**src/rtl/bath_agent.sv**
```systemverilog
// Vessel-side airlock transit sequencer: requests arrival/departure and tracks the two-door passage.
// Optional wait-state timeout fault is enabled by defining BATH_TIMEOUT_EN.
module bath_agent #(
    parameter int DWELL   = 4,
    parameter int TIMEOUT = 1000
) (
    input  logic       i_clk,
    input  logic       i_rst_n,
    input  logic       i_go,
    input  logic       i_dir,
    input  logic       i_abort,
    input  logic       i_outer_door,
    input  logic       i_inner_door,
    output logic       o_arriving,
    output logic       o_leaving,
    output logic       o_in_lock,
    output logic       o_busy,
    output logic       o_done,
    output logic       o_fault,
    output logic [2:0] o_state
);

    typedef enum logic [2:0] {
        IDLE     = 3'd0,
        REQUEST  = 3'd1,
        ENTER    = 3'd2,
        SEAL     = 3'd3,
        WAIT_FAR = 3'd4,
        EXIT     = 3'd5,
        CLEAR    = 3'd6,
        FAULT    = 3'd7
    } state_t;

    localparam logic [15:0] LP_DWELL_LAST = 16'(DWELL - 1);

    state_t      r_state;
    state_t      w_next;
    logic        r_dir_q;
    logic        r_in_lock;
    logic        r_done;
    logic [15:0] r_dwell_cnt;
    logic        w_near;
    logic        w_far;
    logic        w_violation;
    logic        w_timeout;
    logic        w_dwell_last;
    logic        w_complete;

    // Arriving vessels meet the outer door first; leaving vessels meet the inner door first.
    assign w_near       = r_dir_q ? i_inner_door : i_outer_door;
    assign w_far        = r_dir_q ? i_outer_door : i_inner_door;
    assign w_violation  = i_outer_door & i_inner_door & (r_state != IDLE) & (r_state != FAULT);
    assign w_dwell_last = (r_dwell_cnt == LP_DWELL_LAST);

`ifdef BATH_TIMEOUT_EN
    localparam logic [15:0] LP_TIMEOUT_LAST = 16'(TIMEOUT - 1);

    logic [15:0] r_wait_cnt;
    logic        w_wait_state;

    assign w_wait_state = (r_state == REQUEST) | (r_state == SEAL) |
                          (r_state == WAIT_FAR) | (r_state == CLEAR);
    assign w_timeout    = w_wait_state & (r_wait_cnt == LP_TIMEOUT_LAST);

    always_ff @(posedge i_clk or negedge i_rst_n) begin
        if (!i_rst_n) begin
            r_wait_cnt <= 16'd0;
        end else if (w_next != r_state) begin
            r_wait_cnt <= 16'd0;
        end else if (w_wait_state) begin
            r_wait_cnt <= r_wait_cnt + 16'd1;
        end
    end
`else
    assign w_timeout = 1'b0;
`endif

    always_ff @(posedge i_clk or negedge i_rst_n) begin
        if (!i_rst_n) begin
            r_state     <= IDLE;
            r_dir_q     <= 1'b0;
            r_in_lock   <= 1'b0;
            r_done      <= 1'b0;
            r_dwell_cnt <= 16'd0;
        end else begin
            r_state <= w_next;
            r_done  <= w_complete;
            if ((r_state == IDLE) && (w_next == REQUEST)) begin
                r_dir_q <= i_dir;
            end
            if (w_next == IDLE) begin
                r_in_lock <= 1'b0;
            end else if ((r_state == ENTER) && (w_next == SEAL)) begin
                r_in_lock <= 1'b1;
            end else if ((r_state == EXIT) && (w_next == CLEAR)) begin
                r_in_lock <= 1'b0;
            end
            if (w_next != r_state) begin
                r_dwell_cnt <= 16'd0;
            end else if ((r_state == ENTER) || (r_state == EXIT)) begin
                r_dwell_cnt <= r_dwell_cnt + 16'd1;
            end
        end
    end

    // Abort beats violation beats timeout beats the door-driven sequence; terminal dwell beats door edges.
    always_comb begin
        w_next     = r_state;
        w_complete = 1'b0;
        if (i_abort) begin
            w_next = IDLE;
        end else if (w_violation || w_timeout) begin
            w_next = FAULT;
        end else begin
            case (r_state)
                IDLE:     if (i_go) w_next = REQUEST;
                REQUEST:  if (w_near) w_next = ENTER;
                ENTER: begin
                    if (w_dwell_last) w_next = SEAL;
                    else if (!w_near) w_next = FAULT;
                end
                SEAL:     if (!w_near) w_next = WAIT_FAR;
                WAIT_FAR: if (w_far) w_next = EXIT;
                EXIT: begin
                    if (w_dwell_last) w_next = CLEAR;
                    else if (!w_far) w_next = FAULT;
                end
                CLEAR: begin
                    if (!w_far) begin
                        w_next     = IDLE;
                        w_complete = 1'b1;
                    end
                end
                FAULT:    w_next = FAULT;
            endcase
        end
    end

    always_comb begin
        o_state    = r_state;
        o_busy     = (r_state != IDLE);
        o_fault    = (r_state == FAULT);
        o_arriving = o_busy & ~r_dir_q & ~o_fault;
        o_leaving  = o_busy & r_dir_q & ~o_fault;
        o_in_lock  = r_in_lock;
        o_done     = r_done;
    end

endmodule

```
**config.mk**
```make
export PLATFORM = sky130hd
export DESIGN_NAME = bath_agent
export DESIGN_NICKNAME = d
export VERILOG_FILES = /design/src/rtl/bath_agent.sv
export SDC_FILE = /design/constraint.sdc
export NUM_CORES = 1
export LEC_CHECK = 0
export BUFFER_PORTS_ARGS = -buffer_cell sky130_fd_sc_hd__buf_4
export CAP_MARGIN = 5
export CORE_AREA = 2 2 62 64
export DETAILED_ROUTE_END_ITERATION = 8
export DIE_AREA = 0 0 64 66
export SYNTH_ARGS = -nofsm -noshare
export SYNTH_HDL_FRONTEND = slang
export SYNTH_SLANG_ARGS = --single-unit
```
**constraint.sdc**
```tcl
create_clock -name i_clk -period 2.8 [get_ports i_clk]
set_clock_uncertainty 0.05 [all_clocks]
set_input_delay 0.14 -clock i_clk [delete_from_list [all_inputs] [get_ports i_clk]]
set_output_delay 0.14 -clock i_clk [all_outputs]
set_load 0.01 [all_outputs]
```
After elaboration in Yosys (flattened, before gate mapping) --
Cells that the tools add are included.
Word-level totals: register bits after elaboration 22, latch bits 0, bits in writable memories 0, memory bits (read-only) 0, input bits 7, output and inout bits 9, logic and storage cells 60, memories kept 0
Cells by class: add/sub/neg operators 1, multiply operators 0, divide/modulo/power cells 0, $lt $le $gt $ge 0, equal/unequal tests 13, shift-type cells 0, muxes and demuxes 23, bitwise logic cells 9, reduce and logical (&&, ||, !) cells 9
Operators by type and width (count):
- $mux 3 | 11
- $mux 16 | 2
- $pmux 3 s8 | 1
- $add 16x1->16 const B | 1
- $eq 16x2->1 const B | 1
- $eq 3x3->1 const B | 5
- $eq 3x2->1 const B | 3
- $mux 1 | 9
- $and 1x1->1 | 7
- $eq 3x1->1 const B | 2
- $logic_not 3->1 | 2
- $reduce_bool 3->1 | 2
- $logic_and 1x1->1 | 3
- $ne 3x3->1 | 1
- $ne 3x3->1 const B | 1
- $not 1->1 | 2
- $reduce_bool 2->1 | 1
- $logic_or 1x1->1 | 1

Longest topological paths before layout --
depth after elaboration 11, mapped depth 9, gate-level depth less buffers 7

Worst setup path before layout --
OpenSTA, ideal clock, no wires.
path type register to register, start point reg r_dwell_cnt[0], end point reg r_dwell_cnt[5], arrival time 1820 ps, path slack 801 ps, cell stages (with the launch flop) 9, path buffers 1, cells stage by stage dfrtp_1 > ha_1 > nor4b_2 > and4_2 > o21ai_1 > a311o_1 > o211ai_4 > buf_8 > nor3_2
Between the ends: cells in the longest elaborated chain, start to end 7, elaborated cells between the ends (all ways) 11
RTL lines:
- from (decl) | line 41 | logic [15:0] r_dwell_cnt;
- from (signal assigned) | line 101 | r_dwell_cnt <= r_dwell_cnt + 16'd1;
- $eq 16x2->1 | line 53 | assign w_dwell_last = (r_dwell_cnt == LP_DWELL_LAST);
- $mux 3, on equally long branches | line 125, 119
- $pmux 3 s8 | line 115 | case (r_state)
- $mux 3 | line 112 | end else if (w_violation || w_timeout) begin
- $mux 3 | line 110 | if (i_abort) begin
- $ne 3x3->1 | line 98 | if (w_next != r_state) begin
- $mux 16 / $reduce_bool 2->1 (equally long branches)
Several ways; a longest one is shown, not always the timed one. The select of a mux whose other input is x is not followed. A chain may end at the register's enable or synchronous reset.

Final worst setup path --
start point reg r_dir_q, end point reg r_dwell_cnt[2]
Between the ends: cells in the longest elaborated chain, start to end 8, elaborated cells between the ends (all ways) 16
RTL lines:
- from (decl) | line 38 | logic r_dir_q;
- from (signal assigned) | line 89 | r_dir_q <= i_dir;
- $mux 1, on equally long branches | line 51, 50
- $mux 3, on equally long branches | line 126, 120
- $mux 3, on equally long branches | line 125, 119
- $pmux 3 s8 (*) | line 115
- $mux 3 (*) | line 112
- $mux 3 (*) | line 110
- $ne 3x3->1 (*) | line 98
- $mux 16 / $reduce_bool 2->1 (equally long branches)
Every way passes the cells marked *; elsewhere a longest branch is shown, timed or not.

==> summary.md <==
| Metric | Value |
|---|---|
| Post-route ant nets | 0 |
| Actual slew at the worst max-slew pin | 0.647 ns |
| Worst path cell trace | mux2i_2, nand2b_1, a31oi_1, nor3_1, o211ai_4, nor3_1 |
| Maximum clock rate | 418 MHz |
| Peak supply drop | 0.490 mV |
| CP max FO | 15 |
| Cell accounting for the most synthesized area | dfrtp_1 |
| DRC viols | 0 |
| Initial drt markers | 94 |
| #FFs+latches synth | 22 |
| Antenna violations before repair | 0 |
| First-pass GRT wire length | 5.75 mm |
| Commonest non-fill, non-tap cell in the layout | dfrtp_1 |
| Worst Setup Path Type | register to register |
| Core area | 3550 µm² |
| Leakage Power | 0.733 nW |
| Status | finished clean |
| Global route overflow | 0 |
| WL final | 3.36 mm |
| Post-Syn Nets | 176 |
| Fillers | 327 |
| Slew Limit Fails | 0 |
| Switching pwr | 0.634 mW |
| Wire per inst | 14.7 µm |
| Synth warnings | 0 |
| Starting Density | 44.8% |
| Tot GR Track Use | 17.3% |
| Crit. End Element | register |
| Max stage delay on crit path | 0.60 ns |
| Crit path DAT | 2.52 ns |
| Crit path buf inv count | 0 |
| Post-DP HPWL | 2.42 mm |
| Delay-heaviest family, CP | compound AO/OA/AOI/OAI gates |
| Layout cell share with drive strength beyond 1 | 24.9% |
| Final period demand of the worst path | 2.39 ns |
| Clock power frac | 12.6% |
| Final Hold Viols | 0 |
| Largest net degree at the start of global routing | 24 |
| Comb power frac | 54.8% |
| CTS root buf | clkbuf_4 |
| Cell mode on critical path | nor3_1 |
| Via count | 1,300 |
| Clk Latency, worst-skew pair | 0.30 ns |
| Worst EP required | 2.92 ns |
| RSZ-0062 raised after global routing | no |
| Sw Share | 46.0% |
| Antenna diodes | 0 |
| Max cap viols | 0 |
| Sequential cell area fraction in the yosys report | 34.6% |
| Top_reg_cell synth | dfrtp_1 |
| Mapped Cells | 168 |
| Vias in the first global route | 1,246 |
| Worst Setup Start Kind | register |
| Post-synth EDFFs | 0 |
| Synth top area cells | dfrtp_1, nor3_2, xnor2_1 |
| Mapped cell area | 1590 µm² |
| Final setup viols | 0 |
| Period utilization | 85.5% |
| Commonest non-fill, non-tap cells in the layout | dfrtp_1, buf_4, nand2_1 |
| Longest Clk Path Bufs | 2 |
| Routability cong. | 0.800 |
| Post-CTS sizing | 0 |
| Finished Layout Cells | 229 |
| Post-Route Setup TNS | 0 ns |
| Pwr/cell area | 778 nW/µm² |
| Reg2reg path depth | 6 |
| PortBufs | 15 |
| CTS tree | yes |
| Placed cells | 222 |
| Width of the die | 64 µm |
| Fin util | 49.9% |
| Relative slew slack | 56.9% |
| Dpl ws | 0.415 ns |
| Yosys cell types | 55 |
| Avg Cell Area, Syn | 9.47 µm² |
| Die Ht | 66 µm |
| Crit-path slowest cell | dfrtp_1 |
| Internal Power | 0.743 mW |
| Area growth from synthesis to layout | 11.3% |
| CTS Buf Count | 3 |
| Overall power | 1.38 mW |
| Post-synth top area share | 34.6% |
| Fraction of registers with async set/reset | 100% |
| Fin nets | 190 |
| Htree depth | 1 |
| Clock transition at the registers of the reported paths | 0.12 ns |
| Die area | 4220 µm² |
| I/O pin cnt | 16 |
| CTS sink count | 22 |
| Final worst slack | 0.405 ns |
| TritonRoute pass-1 iters | 4 |
| Worst Hold Class | input pin to async pin |
| Worst path depth | 6 |
| Rows | 22 |
| Via density | 5.68 |
| Flop pwr share | 32.6% |
## cell families (layout without fill, tap and decap cells)
| kind of cell | Yosys count | after routing | share of synthesized area (%) |
|---|---|---|---|
| AOI/OAI and AO/OA | 29 | 29 | 15.1 |
| xor gates and xnor gates | 15 | 15 | 8.26 |
| adders and majority gates | 1 | 1 | 0.787 |
| buffers and inverters | 16 | 29 | 5.59 |
| DFF | 22 | 22 | 34.6 |
| muxes | 4 | 4 | 2.83 |
| and+or+nand+nor | 81 | 81 | 32.8 |
## cell type report
cell class	instances	area, µm²	share of cell area [%]
multi-input cells	130	951	53.7
flip-flops and latches	22	551	31.1
repair buffers	19	150	8.48
well taps	48	60.1	3.39
clock buffers	4	36.3	2.05
inverters	6	22.5	1.27
## cell usage after synthesis (all sizes together) (3+ instances only)
library cell,instances
nor2,10
nand4,3
nor3b,3
and3,5
mux2i,3
nor3,20
nand2,11
inv,6
o21ai,9
xnor2,9
nor4,4
nand3,8
buf,10
xor2,6
dfrtp,22
## layer usage
metal / up-vias / global-route usage (%) / share of wire (%)
met5: - / 0 / 0
met4: 0 / 1.90 / 0
met3: 0 / 4.09 / 3.2
met2: 23 / 29.7 / 51
met1: 623 / 22.7 / 46
li1: 654 / - / -
## timing repair
action,in CTS,in global routing
buffers inserted,0,0
hold buffers,3,0
setup endpoints to repair,0,0
hold endpoints to repair,24,0
## per-stage QoR
step | hold slack, ns | instance area [µm²]
after global placement | -0.00985 | 1700
after detailed placement | -0.00338 | 1700
final | 0.196 | 1770
after global routing | 0.208 | 1770
after floorplan | -0.206 | 1590
after CTS | 0.199 | 1770
## worst register-to-register path: cells and delay by family, from the launching register on
| kind | cells | cell delay (ns) |
|---|---|---|
| AOI/OAI and AO/OA | 2 | 0.88 |
| DFF | 1 | 0.60 |
| muxes | 1 | 0.37 |
| and+or+nand+nor | 3 | 0.37 |
## sequential cells by signal (all words and copies together), names as in the netlist
name,cells
r_dwell_cnt,16
o_state,3
o_done,1
o_in_lock,1
r_dir_q,1
## power groups by stage
stage          Sequential [mW]  Combinational, mW  Clock (mW)
2_1_floorplan            0.402              0.667           0
3_5_place_dp             0.456              0.756           0
5_1_grt                  0.462              0.826       0.196
4_1_cts                  0.448              0.761       0.180
6_report                 0.449              0.755       0.173
3_3_place_gp             0.450              0.745           0
## worst paths after layout
path	start	to	slack, ns
min reg2reg	o_in_lock	o_in_lock	0.53
max in group asynchronous	i_rst_n	r_dwell_cnt[4]	2.28
max	r_dir_q	r_dwell_cnt[2]	0.41
min in group i_clk	i_inner_door	o_done	0.21
max reg2reg	r_dir_q	r_dwell_cnt[2]	0.41
min	i_rst_n	r_dwell_cnt[9]	0.20
Power figures use the tool's default switching activity.
